### src/rtl/nand_ug_sequencer_if.sv
// nand_ug_sequencer_if: stimulus/return bundle between the sequencer and the ug block
//   a_o, b_o           : gate inputs driven by the sequencer
//   and_i, or_i, not_i : gate outputs returned from ug
//   master : sequencer side; slave : ug side
interface nand_ug_sequencer_if;
    logic a_o;
    logic b_o;
    logic and_i;
    logic or_i;
    logic not_i;
    modport master (output a_o, b_o, input and_i, or_i, not_i);
    modport slave  (input a_o, b_o, output and_i, or_i, not_i);
endinterface

### src/rtl/nand_ug_sequencer.sv
// nand_ug_sequencer: walks ug through the 2-input truth table and scores its AND/OR/NOT outputs
//   clk, rst_n      : clock, asynchronous active-low reset
//   start, abort    : begin a run (IDLE/DONE only); abort to IDLE from any state
//   ug              : master side of the ug stimulus/return bundle
//   busy, done, pass: run in progress; results valid; results valid with no errors
//   err_count       : total mismatching output bits
//   fail_vec        : per-vector mismatch flags
//   cap_o           : captured {and, or, not} per vector, vector i in bits 3i+2:3i
module nand_ug_sequencer #(
    parameter int unsigned SETTLE_CYCLES = 2
) (
    input  logic                    clk,
    input  logic                    rst_n,
    input  logic                    start,
    input  logic                    abort,
    nand_ug_sequencer_if.master     ug,
    output logic                    busy,
    output logic                    done,
    output logic                    pass,
    output logic [3:0]              err_count,
    output logic [3:0]              fail_vec,
    output logic [11:0]             cap_o
);
    typedef enum logic [1:0] {IDLE, SETTLE, SAMPLE, DONE} state_t;
    localparam logic [7:0] RELOAD = 8'(SETTLE_CYCLES);
    state_t      state, state_n;
    logic [1:0]  idx, idx_n;
    logic [7:0]  cnt, cnt_n;
    logic [3:0]  err_n, fail_n;
    logic [11:0] cap_n;
    logic [2:0]  got, ideal, mis;
    logic [1:0]  nmis;
    // the vector index doubles as the stimulus register, so a/b stay glitch-free
    assign ug.a_o  = idx[1];
    assign ug.b_o  = idx[0];
    assign busy    = (state == SETTLE) || (state == SAMPLE);
    assign done    = (state == DONE);
    assign pass    = done && (err_count == 4'd0);
    assign got     = {ug.and_i, ug.or_i, ug.not_i};
    assign ideal   = {idx[1] & idx[0], idx[1] | idx[0], ~idx[1]};
    assign mis     = got ^ ideal;
    assign nmis    = 2'(mis[0]) + 2'(mis[1]) + 2'(mis[2]);
    always_comb begin
        state_n = state;
        idx_n   = idx;
        cnt_n   = cnt;
        err_n   = err_count;
        fail_n  = fail_vec;
        cap_n   = cap_o;
        if (abort) begin
            state_n = IDLE;
            idx_n   = 2'd0;
        end else begin
            case (state)
                IDLE, DONE: if (start) begin
                    state_n = SETTLE;
                    idx_n   = 2'd0;
                    cnt_n   = RELOAD;
                    err_n   = 4'd0;
                    fail_n  = 4'd0;
                    cap_n   = 12'd0;
                end
                SETTLE: begin
                    cnt_n   = cnt - 8'd1;
                    state_n = (cnt == 8'd1) ? SAMPLE : SETTLE;
                end
                SAMPLE: begin
                    cap_n[3*idx +: 3] = got;
                    err_n             = err_count + 4'(nmis);
                    fail_n[idx]       = |mis;
                    state_n           = (idx == 2'd3) ? DONE : SETTLE;
                    idx_n             = (idx == 2'd3) ? idx : idx + 2'd1;
                    cnt_n             = (idx == 2'd3) ? cnt : RELOAD;
                end
                default: state_n = IDLE;
            endcase
        end
    end
    always_ff @(posedge clk or negedge rst_n) begin
        if (!rst_n) begin
            state     <= IDLE;
            idx       <= 2'd0;
            cnt       <= 8'd0;
            err_count <= 4'd0;
            fail_vec  <= 4'd0;
            cap_o     <= 12'd0;
        end else begin
            state     <= state_n;
            idx       <= idx_n;
            cnt       <= cnt_n;
            err_count <= err_n;
            fail_vec  <= fail_n;
            cap_o     <= cap_n;
        end
    end
endmodule

### src/flat_wrapper.sv
// flat-port wrapper written by rule: the top's interface ports become plain ports
module nand_ug_sequencer_flat 
#(
    parameter int unsigned SETTLE_CYCLES = 2
)
  (clk, rst_n, start, abort, busy, done, pass, err_count, fail_vec, cap_o, ug_a_o, ug_b_o, ug_and_i, ug_or_i, ug_not_i);
  nand_ug_sequencer_if ug_i ();
  input  logic clk;
  input  logic rst_n;
  input  logic start;
  input  logic abort;
  output logic busy;
  output logic done;
  output logic pass;
  output logic [3:0] err_count;
  output logic [3:0] fail_vec;
  output logic [11:0] cap_o;
  output wire logic [$bits(ug_i.a_o)-1:0] ug_a_o;
  output wire logic [$bits(ug_i.b_o)-1:0] ug_b_o;
  input wire logic [$bits(ug_i.and_i)-1:0] ug_and_i;
  input wire logic [$bits(ug_i.or_i)-1:0] ug_or_i;
  input wire logic [$bits(ug_i.not_i)-1:0] ug_not_i;
  assign ug_a_o = ug_i.a_o;
  assign ug_b_o = ug_i.b_o;
  assign ug_i.and_i = ug_and_i;
  assign ug_i.or_i = ug_or_i;
  assign ug_i.not_i = ug_not_i;
  nand_ug_sequencer #(.SETTLE_CYCLES(SETTLE_CYCLES)) u_core (.clk(clk), .rst_n(rst_n), .start(start), .abort(abort), .ug(ug_i), .busy(busy), .done(done), .pass(pass), .err_count(err_count), .fail_vec(fail_vec), .cap_o(cap_o));
endmodule
### config.mk
export PLATFORM = sky130hd
export DESIGN_NAME = nand_ug_sequencer_flat
export DESIGN_NICKNAME = d
export VERILOG_FILES = /design/src/rtl/nand_ug_sequencer_if.sv /design/src/rtl/nand_ug_sequencer.sv /design/src/flat_wrapper.sv
export SDC_FILE = /design/constraint.sdc
export NUM_CORES = 1
export LEC_CHECK = 0
export ABC_AREA = 1
export CELL_PAD_IN_SITES_DETAIL_PLACEMENT = 0
export CELL_PAD_IN_SITES_GLOBAL_PLACEMENT = 1
export CORE_MARGIN = 2
export CORE_UTILIZATION = 42
export CTS_BUF_LIST = sky130_fd_sc_hd__clkbuf_16
export CTS_CLUSTER_SIZE = 30
export DETAILED_ROUTE_END_ITERATION = 8
export PLACE_DENSITY = 0.8
export SLEW_MARGIN = 25
export SYNTH_ARGS = -nofsm -noshare
export SYNTH_HDL_FRONTEND = slang
export SYNTH_SLANG_ARGS = --single-unit
export TNS_END_PERCENT = 10
### constraint.sdc
create_clock -name clk -period 6.79 [get_ports clk]
set_input_delay 1.358 -clock clk [delete_from_list [all_inputs] [get_ports clk]]
set_output_delay 1.358 -clock clk [all_outputs]
set_load 0.1 [all_outputs]
==> results of run 1 <==
==> layout make-up <==
type,instances,area share (%)
sequential,32,32.3
tap,52,2.62
clock buffer,5,5.04
timing repair buffer,32,12.8
multi-input combinational,161,38.6
clock inverter,3,1.71
inverter,46,6.96
==> synthesized netlist by cell type, types with 2 or more instances <==
cell type / n / area share, %
sky130_fd_sc_hd__nand3_1: 10 / 2.5
sky130_fd_sc_hd__dfrtp_1: 32 / 41
sky130_fd_sc_hd__nand4_1: 4 / 1.3
sky130_fd_sc_hd__nor2_1: 25 / 4.8
sky130_fd_sc_hd__a21oi_4: 2 / 1.7
sky130_fd_sc_hd__o22ai_1: 5 / 1.6
sky130_fd_sc_hd__inv_2: 3 / 0.57
sky130_fd_sc_hd__fa_1: 2 / 2.0
sky130_fd_sc_hd__nor2_4: 3 / 1.7
sky130_fd_sc_hd__o31ai_1: 2 / 0.76
sky130_fd_sc_hd__nand3b_1: 4 / 1.5
sky130_fd_sc_hd__nand2_4: 2 / 1.1
sky130_fd_sc_hd__o21ai_0: 17 / 4.3
sky130_fd_sc_hd__nor3_1: 5 / 1.3
sky130_fd_sc_hd__inv_1: 43 / 8.2
sky130_fd_sc_hd__xor2_1: 2 / 0.89
sky130_fd_sc_hd__ha_1: 14 / 8.9
sky130_fd_sc_hd__a21oi_1: 4 / 1.0
sky130_fd_sc_hd__nand2_1: 51 / 9.7
==> worst register-to-register path: stages, from the launching register on <==
cell and delay [ns]:
sky130_fd_sc_hd__dfrtp_1 0.46, sky130_fd_sc_hd__inv_1 0.19, sky130_fd_sc_hd__ha_1 0.31, sky130_fd_sc_hd__inv_1 0.13
sky130_fd_sc_hd__ha_1 0.28, sky130_fd_sc_hd__inv_1 0.09, sky130_fd_sc_hd__fa_1 0.41, sky130_fd_sc_hd__inv_1 0.06
sky130_fd_sc_hd__ha_1 0.16, sky130_fd_sc_hd__inv_1 0.06, sky130_fd_sc_hd__fa_1 0.37, sky130_fd_sc_hd__xor2_1 0.18
sky130_fd_sc_hd__o31ai_1 0.20
==> sequential cells by signal (all words and copies together) (netlist names) <==
signal,cells
u_core.cap_o,12
u_core.cnt,8
u_core.err_count,4
u_core.fail_vec,4
u_core.idx,2
u_core.state,2
==> power by group through the flow <==
stage          clock (mW)  sequential [mW]  combinational [mW]
2_1_floorplan           0            0.234              0.0917
3_3_place_gp            0            0.224               0.133
3_5_place_dp            0            0.224               0.135
4_1_cts             0.258            0.221               0.135
5_1_grt             0.267            0.224               0.152
6_report            0.253            0.221               0.134
==> path summary, 6_finish.rpt <==
path	from	end	slack (ns)
setup / recovery	u_core.state[0]	busy	3.10
hold / removal	u_core.cap_o[1]	u_core.cap_o[1]	0.48
setup reg to reg	u_core.idx[0]	u_core.err_count[2]	3.79
hold reg to reg	u_core.cap_o[1]	u_core.cap_o[1]	0.48
max in group asynchronous	rst_n	u_core.cnt[7]	5.00
min in group asynchronous	rst_n	u_core.cap_o[8]	1.49
==> logic make-up (layout without fill, tap and decap cells) <==
family	count (synthesis)	in the layout	share of synthesized area (%)
AOI/OAI and AO/OA	36	36	11.6
xor gates and xnor gates	2	2	0.891
adders and majority gates	16	16	10.9
buffers and inverters	48	86	10.5
DFF	32	32	40.7
and+or+nand+nor	107	107	25.3
==> metal layers <==
layer	wire length (µm)	global-route usage (%)	vias to the layer above
li1	-	-	838
met1	1940	22.8	715
met2	1890	28.8	27
met3	164	3.19	6
met4	67	6.17	0
met5	0	0	-
==> per-stage QoR <==
stage / cell area (µm²) / hold slack, ns
finish: 2480 / 0.478
global route: 2480 / 0.504
CTS: 2480 / 0.485
detailed placement: 2310 / 0.472
global placement: 2310 / 0.466
floorplan: 1970 / 0.499
==> layout by cell type, fill, tap and decap left out, types with 2 or more instances in the layout <==
cell type                          n
sky130_fd_sc_hd__nand2_1          51
sky130_fd_sc_hd__inv_1            43
sky130_fd_sc_hd__dfrtp_1          32
sky130_fd_sc_hd__clkdlybuf4s50_1  31
sky130_fd_sc_hd__nor2_1           25
sky130_fd_sc_hd__o21ai_0          17
sky130_fd_sc_hd__ha_1             14
sky130_fd_sc_hd__nand3_1          10
sky130_fd_sc_hd__nor3_1            5
sky130_fd_sc_hd__o22ai_1           5
sky130_fd_sc_hd__clkbuf_16         5
sky130_fd_sc_hd__a21oi_1           4
sky130_fd_sc_hd__nand4_1           4
sky130_fd_sc_hd__nand3b_1          4
sky130_fd_sc_hd__nor2_4            3
sky130_fd_sc_hd__inv_2             3
sky130_fd_sc_hd__xor2_1            2
sky130_fd_sc_hd__nand2_4           2
sky130_fd_sc_hd__o31ai_1           2
sky130_fd_sc_hd__a21oi_4           2
sky130_fd_sc_hd__fa_1              2
==> parameters.txt, run 1 <==
Parameter                              Value

Status
  Status ... complete, no violations

Timing
  Fin. max-slew vios ... 0
  Final setup violation count ... 0
  Final count of hold timing violations ... 0
  RSZ-0062 raised after global routing ... no
  Crit path time final ... 3.69 ns
  Slew headroom ... 35.1%
  Transition time at the pin with the least slew margin ... 0.971 ns
  Final worst setup slack ... 3.10 ns
  Period Utilization, post-route ... 54.4%
  Peak clock frequency supported by timing ... 271 MHz
  Final Skew ... 0.00157 ns
  Final-layout setup total negative slack ... 0 ns

Power
  Share of total power in sequential cells ... 36.4%
  Internal power ... 421 µW
  Net Sw Power ... 188 µW
  Part of the total power dissipated in combinational logic ... 22.0%
  Clock network power share ... 41.6%
  Power density normalized to cell area ... 245 nW/µm²
  Cell leakage power ... 1.17 nW
  Max VDD drop ... 0.150 mV
  Post-layout total power ... 608 µW
  Net Sw Frac ... 30.8%

Clock network
  Clock network latency to the later pin of the worst-skew pair ... 0.27 ns
  Number of clock buffers inserted by TritonCTS ... 5
  Number of H-tree levels ... 2
  Hold buffers post-CTS ... 0
  Number of gates resized after cts ... 0
  Num Clock Sinks ... 32
  Clock-pin transition on the worst setup and hold timing paths ... 0.05 ns
  Number of setup buffers added after CTS ... 0
  Bufs on Longest Clock Path ... 2
  CTS tree ... built
  Cell chosen for the clock root ... sky130_fd_sc_hd__clkbuf_16

Placement
  Estimated wirelength of the detail-placed design ... 3.05 mm
  Gpl congestion ... 0.795
  Worst slack, placed ... 3.04 ns
  Number of placed instances with taps included ... 323
  Total of buffers placed on input and output ports ... 31

Min path
  Type of the tightest min-delay check ... flop to flop
  Number of cells traversed by the worst hold path ... 2

Synthesis
  Post-synthesis cell type count ... 30
  Portion of the post-synthesis area used by sequential elements ... 40.7%
  #FFs+latches synth ... 32
  Number of enable flip-flop cells after synthesis ... 0
  Mapped Cells ... 241
  Synth Warn # ... 0
  Syn_area_per_cell ... 8.16 µm²
  Nets in the synthesized netlist ... 264
  Post-Synthesis Cell Area ... 1970 µm²
  Async SR Flop Fraction ... 100%
  Dominant register cell in the synthesized netlist ... sky130_fd_sc_hd__dfrtp_1

GRT
  Antenna violations before repair ... 0
  Wire length of the first global-routing pass ... 7.00 mm
  Grt ovf ... 0
  Tot GR Track Use ... 17.4%
  Pin count of the biggest net entering global routing ... 33
  Number of global-route vias before repair ... 1508

Cells and area
  Sequential cell area ... 801 µm²
  Number of antenna cells inserted ... 0
  Multi-input logic area ... 958 µm²
  Count of filler cells inserted in the layout ... 448
  Post-synthesis to final-layout area growth ... 26.3%
  Final layout net count ... 301
  Fraction of final layout cells with drive strength greater than 1 ... 8.60%
  Utilization after layout ... 55.9%
  Fin cells ... 331

Floorplanning
  Core Region ... 4440 µm²
  Initial core utilization ... 44.2%
  I/O pin count ... 32
  Overall die height ... 72.4 µm
  DIE AREA ... 5240 µm²
  Cell Rows ... 24
  Die X ... 72.4 µm

Setup path
  Crit-path cells ... inv_1, ha_1, inv_1, clkdlybuf4s50_1
  Combined buffer and inverter count along the critical path ... 3
  Most common cell type on the critical path ... sky130_fd_sc_hd__inv_1
  Kind of end point of the critical path ... output port
  Cell type of the slowest stage on the worst timing path ... sky130_fd_sc_hd__clkdlybuf4s50_1
  Peak fanout along the critical path ... 4
  Depth of the worst register-to-register path ... 12
  Worst endpoint required time ... 5.43 ns
  Worst Setup Start Kind ... flop
  WS Path Type ... flop to output port
  Critical path's top delay family ... buffers and inverters
  Levels on crit path ... 4
  Arrival time worst endpoint ... 2.33 ns
  Slowest cell delay on critical path ... 1.14 ns

Detailed routing
  Number of nets with antenna violations after detailed routing ... 0
  Number of DRC markers after the initial detailed-route iteration ... 62
  DRC ... 0
  Total iterations of the first detailed-routing run ... 4
  Wire length after detailed routing ... 4.06 mm
  Routed vias/inst ... 4.79
  Post-detailed-route wirelength per cell ... 12.3 µm
  Total via count after detailed routing ... 1586

Flow run
  Number of max-cap violations ... 0
(Power assumes the default switching activity.)
==> run 2, diff against run 1 <==
- CORE_UTILIZATION: 42 -> 39
- PLACE_DENSITY: 0.8 -> 0.75
- clock period: 6.79 -> 3.5 ns (I/O delays scaled with it)
==> parameters.txt, run 2 (synthesis gave the netlist of run 1 again) <==
Parameter                              Value

Clock network
  Clock network latency to the later pin of the worst-skew pair ... 0.27 ns
  Number of gates resized after cts ... 0
  Clock-pin transition on the worst setup and hold timing paths ... 0.05 ns
  Hold buffers post-CTS ... 0
  Number of H-tree levels ... 2
  Number of clock buffers inserted by TritonCTS ... 5
  CTS tree ... built
  Number of setup buffers added after CTS ... 0
  Num Clock Sinks ... 32
  Cell chosen for the clock root ... sky130_fd_sc_hd__clkbuf_16
  Bufs on Longest Clock Path ... 2

Power
  Cell leakage power ... 1.19 nW
  Max VDD drop ... 0.237 mV
  Power density normalized to cell area ... 471 nW/µm²
  Post-layout total power ... 1.17 mW

Min path
  Number of cells traversed by the worst hold path ... 2
  Type of the tightest min-delay check ... flop to flop
  Worst Min Path Start ... u_core.cap_o[2]
  Hold worst-path end ... u_core.cap_o[2]

Setup path
  Reg2reg end ... u_core.err_count[2]
  Worst Setup Start Kind ... flop
  Worst endpoint required time ... 3.68 ns
  Kind of end point of the critical path ... flop
  Depth of the worst register-to-register path ... 12
  Arrival time worst endpoint ... 3.11 ns
  Launch point of the worst reg-to-reg path ... u_core.idx[0]
  WS Path Type ... flop to flop
  Worst-case register-to-register setup slack ... 0.57 ns
  Peak fanout along the critical path ... 8

Floorplanning
  Die X ... 75.0 µm
  Overall die height ... 75.0 µm
  DIE AREA ... 5620 µm²
  Cell Rows ... 25
  Initial core utilization ... 41.1%
  Core Region ... 4790 µm²
  I/O pin count ... 32

Timing
  Peak clock frequency supported by timing ... 341 MHz
  Period Utilization, post-route ... 83.7%
  Transition time at the pin with the least slew margin ... 0.969 ns
  Crit path time final ... 2.93 ns
  Final count of hold timing violations ... 0
  RSZ-0062 raised after global routing ... no
  Final worst setup slack ... 0.571 ns
  Fin. max-slew vios ... 0
  Slew headroom ... 35.2%
  Worst hold margin ... 0.477 ns
  Final-layout setup total negative slack ... 0 ns
  Final setup violation count ... 0
  Final Skew ... 0.00319 ns

Placement
  Worst slack, placed ... 0.409 ns
  Estimated wirelength of the detail-placed design ... 3.00 mm
  Area post-placement ... 2320 µm²
  Number of placed instances with taps included ... 338
  Total of buffers placed on input and output ports ... 31
  Gpl congestion ... 0.867

Cells and area
  Utilization after layout ... 51.9%
  Register bank with the most flops ... u_core.cap_o
  Number of antenna cells inserted ... 0
  Most used cells in the layout excluding fill and tap cells ... 51 x sky130_fd_sc_hd__nand2_1, 43 x sky130_fd_sc_hd__inv_1, 32 x sky130_fd_sc_hd__dfrtp_1
  Fin cells ... 346
  Post-synthesis to final-layout area growth ... 26.4%
  Fraction of final layout cells with drive strength greater than 1 ... 10.8%
  Final layout net count ... 301
  Area of all placed cells without fillers ... 2480 µm²
  Most common cell after layout, fill and taps aside ... sky130_fd_sc_hd__nand2_1
  Max FFs per register ... 12
  Top flop regs ... u_core.cap_o (12), u_core.cnt (8)

Detailed routing
  Routed vias/inst ... 4.58
  Post-detailed-route wirelength per cell ... 11.5 µm
  Total via count after detailed routing ... 1586
  Wire length after detailed routing ... 3.97 mm
  Number of nets with antenna violations after detailed routing ... 0
  Number of DRC markers after the initial detailed-route iteration ... 84
  Total iterations of the first detailed-routing run ... 4
  DRC ... 0

GRT
  Number of global-route vias before repair ... 1559
  Antenna violations before repair ... 0
  Tot GR Track Use ... 16.4%
  Grt ovf ... 0
  Wire length of the first global-routing pass ... 7.02 mm
  Pin count of the biggest net entering global routing ... 33

Status
  Status ... complete, no violations

Flow run
  Number of max-cap violations ... 0
[run 2: cell count changes in the layout (fill, tap and decap cells not counted), sizes merged]
cell,change
clkinvlp,-1
clkinv,+1
buf,+7
clkdlybuf4s50,-7
[run 2: power breakdown]
part           internal [mW]  switching, mW
Clock                  0.330          0.151
Sequential             0.404         0.0248
Combinational         0.0787          0.182
[run 2: worst max path at each step]
stage,endpoint,depth (start not counted),from
6_report,u_core.err_count[2],12,u_core.idx[0]
5_1_grt,u_core.err_count[2],12,u_core.idx[0]
4_1_cts,u_core.err_count[2],12,u_core.idx[0]
3_5_place_dp,u_core.err_count[2],9,ug_not_i
3_3_place_gp,u_core.err_count[2],9,ug_not_i
2_1_floorplan,u_core.err_count[2],12,u_core.idx[0]
[run 2: cell type report]
type / instances / area [µm²]
fill: 472 / 2300
multi-input combinational: 161 / 963
sequential: 32 / 801
timing repair buffer: 32 / 300
inverter: 46 / 173
clock buffer: 5 / 125
tap: 67 / 83.8
clock inverter: 3 / 37.5
[run 2: layer usage]
| layer | wire length (µm) | track usage [%] |
|---|---|---|
| met1 | 1930 | 21.8 |
| met2 | 1820 | 25.9 |
| met3 | 183 | 4.28 |
| met4 | 31 | 5.95 |
| met5 | 0 | 0 |
[run 2: critical path: stages (launching register included)]
cell and delay (ns):
sky130_fd_sc_hd__dfrtp_1 0.46, sky130_fd_sc_hd__inv_1 0.17, sky130_fd_sc_hd__ha_1 0.29, sky130_fd_sc_hd__inv_1 0.12
sky130_fd_sc_hd__ha_1 0.29, sky130_fd_sc_hd__inv_1 0.08, sky130_fd_sc_hd__fa_1 0.41, sky130_fd_sc_hd__inv_1 0.07
sky130_fd_sc_hd__ha_1 0.16, sky130_fd_sc_hd__inv_1 0.06, sky130_fd_sc_hd__fa_1 0.37, sky130_fd_sc_hd__xor2_1 0.17
sky130_fd_sc_hd__o31ai_1 0.19
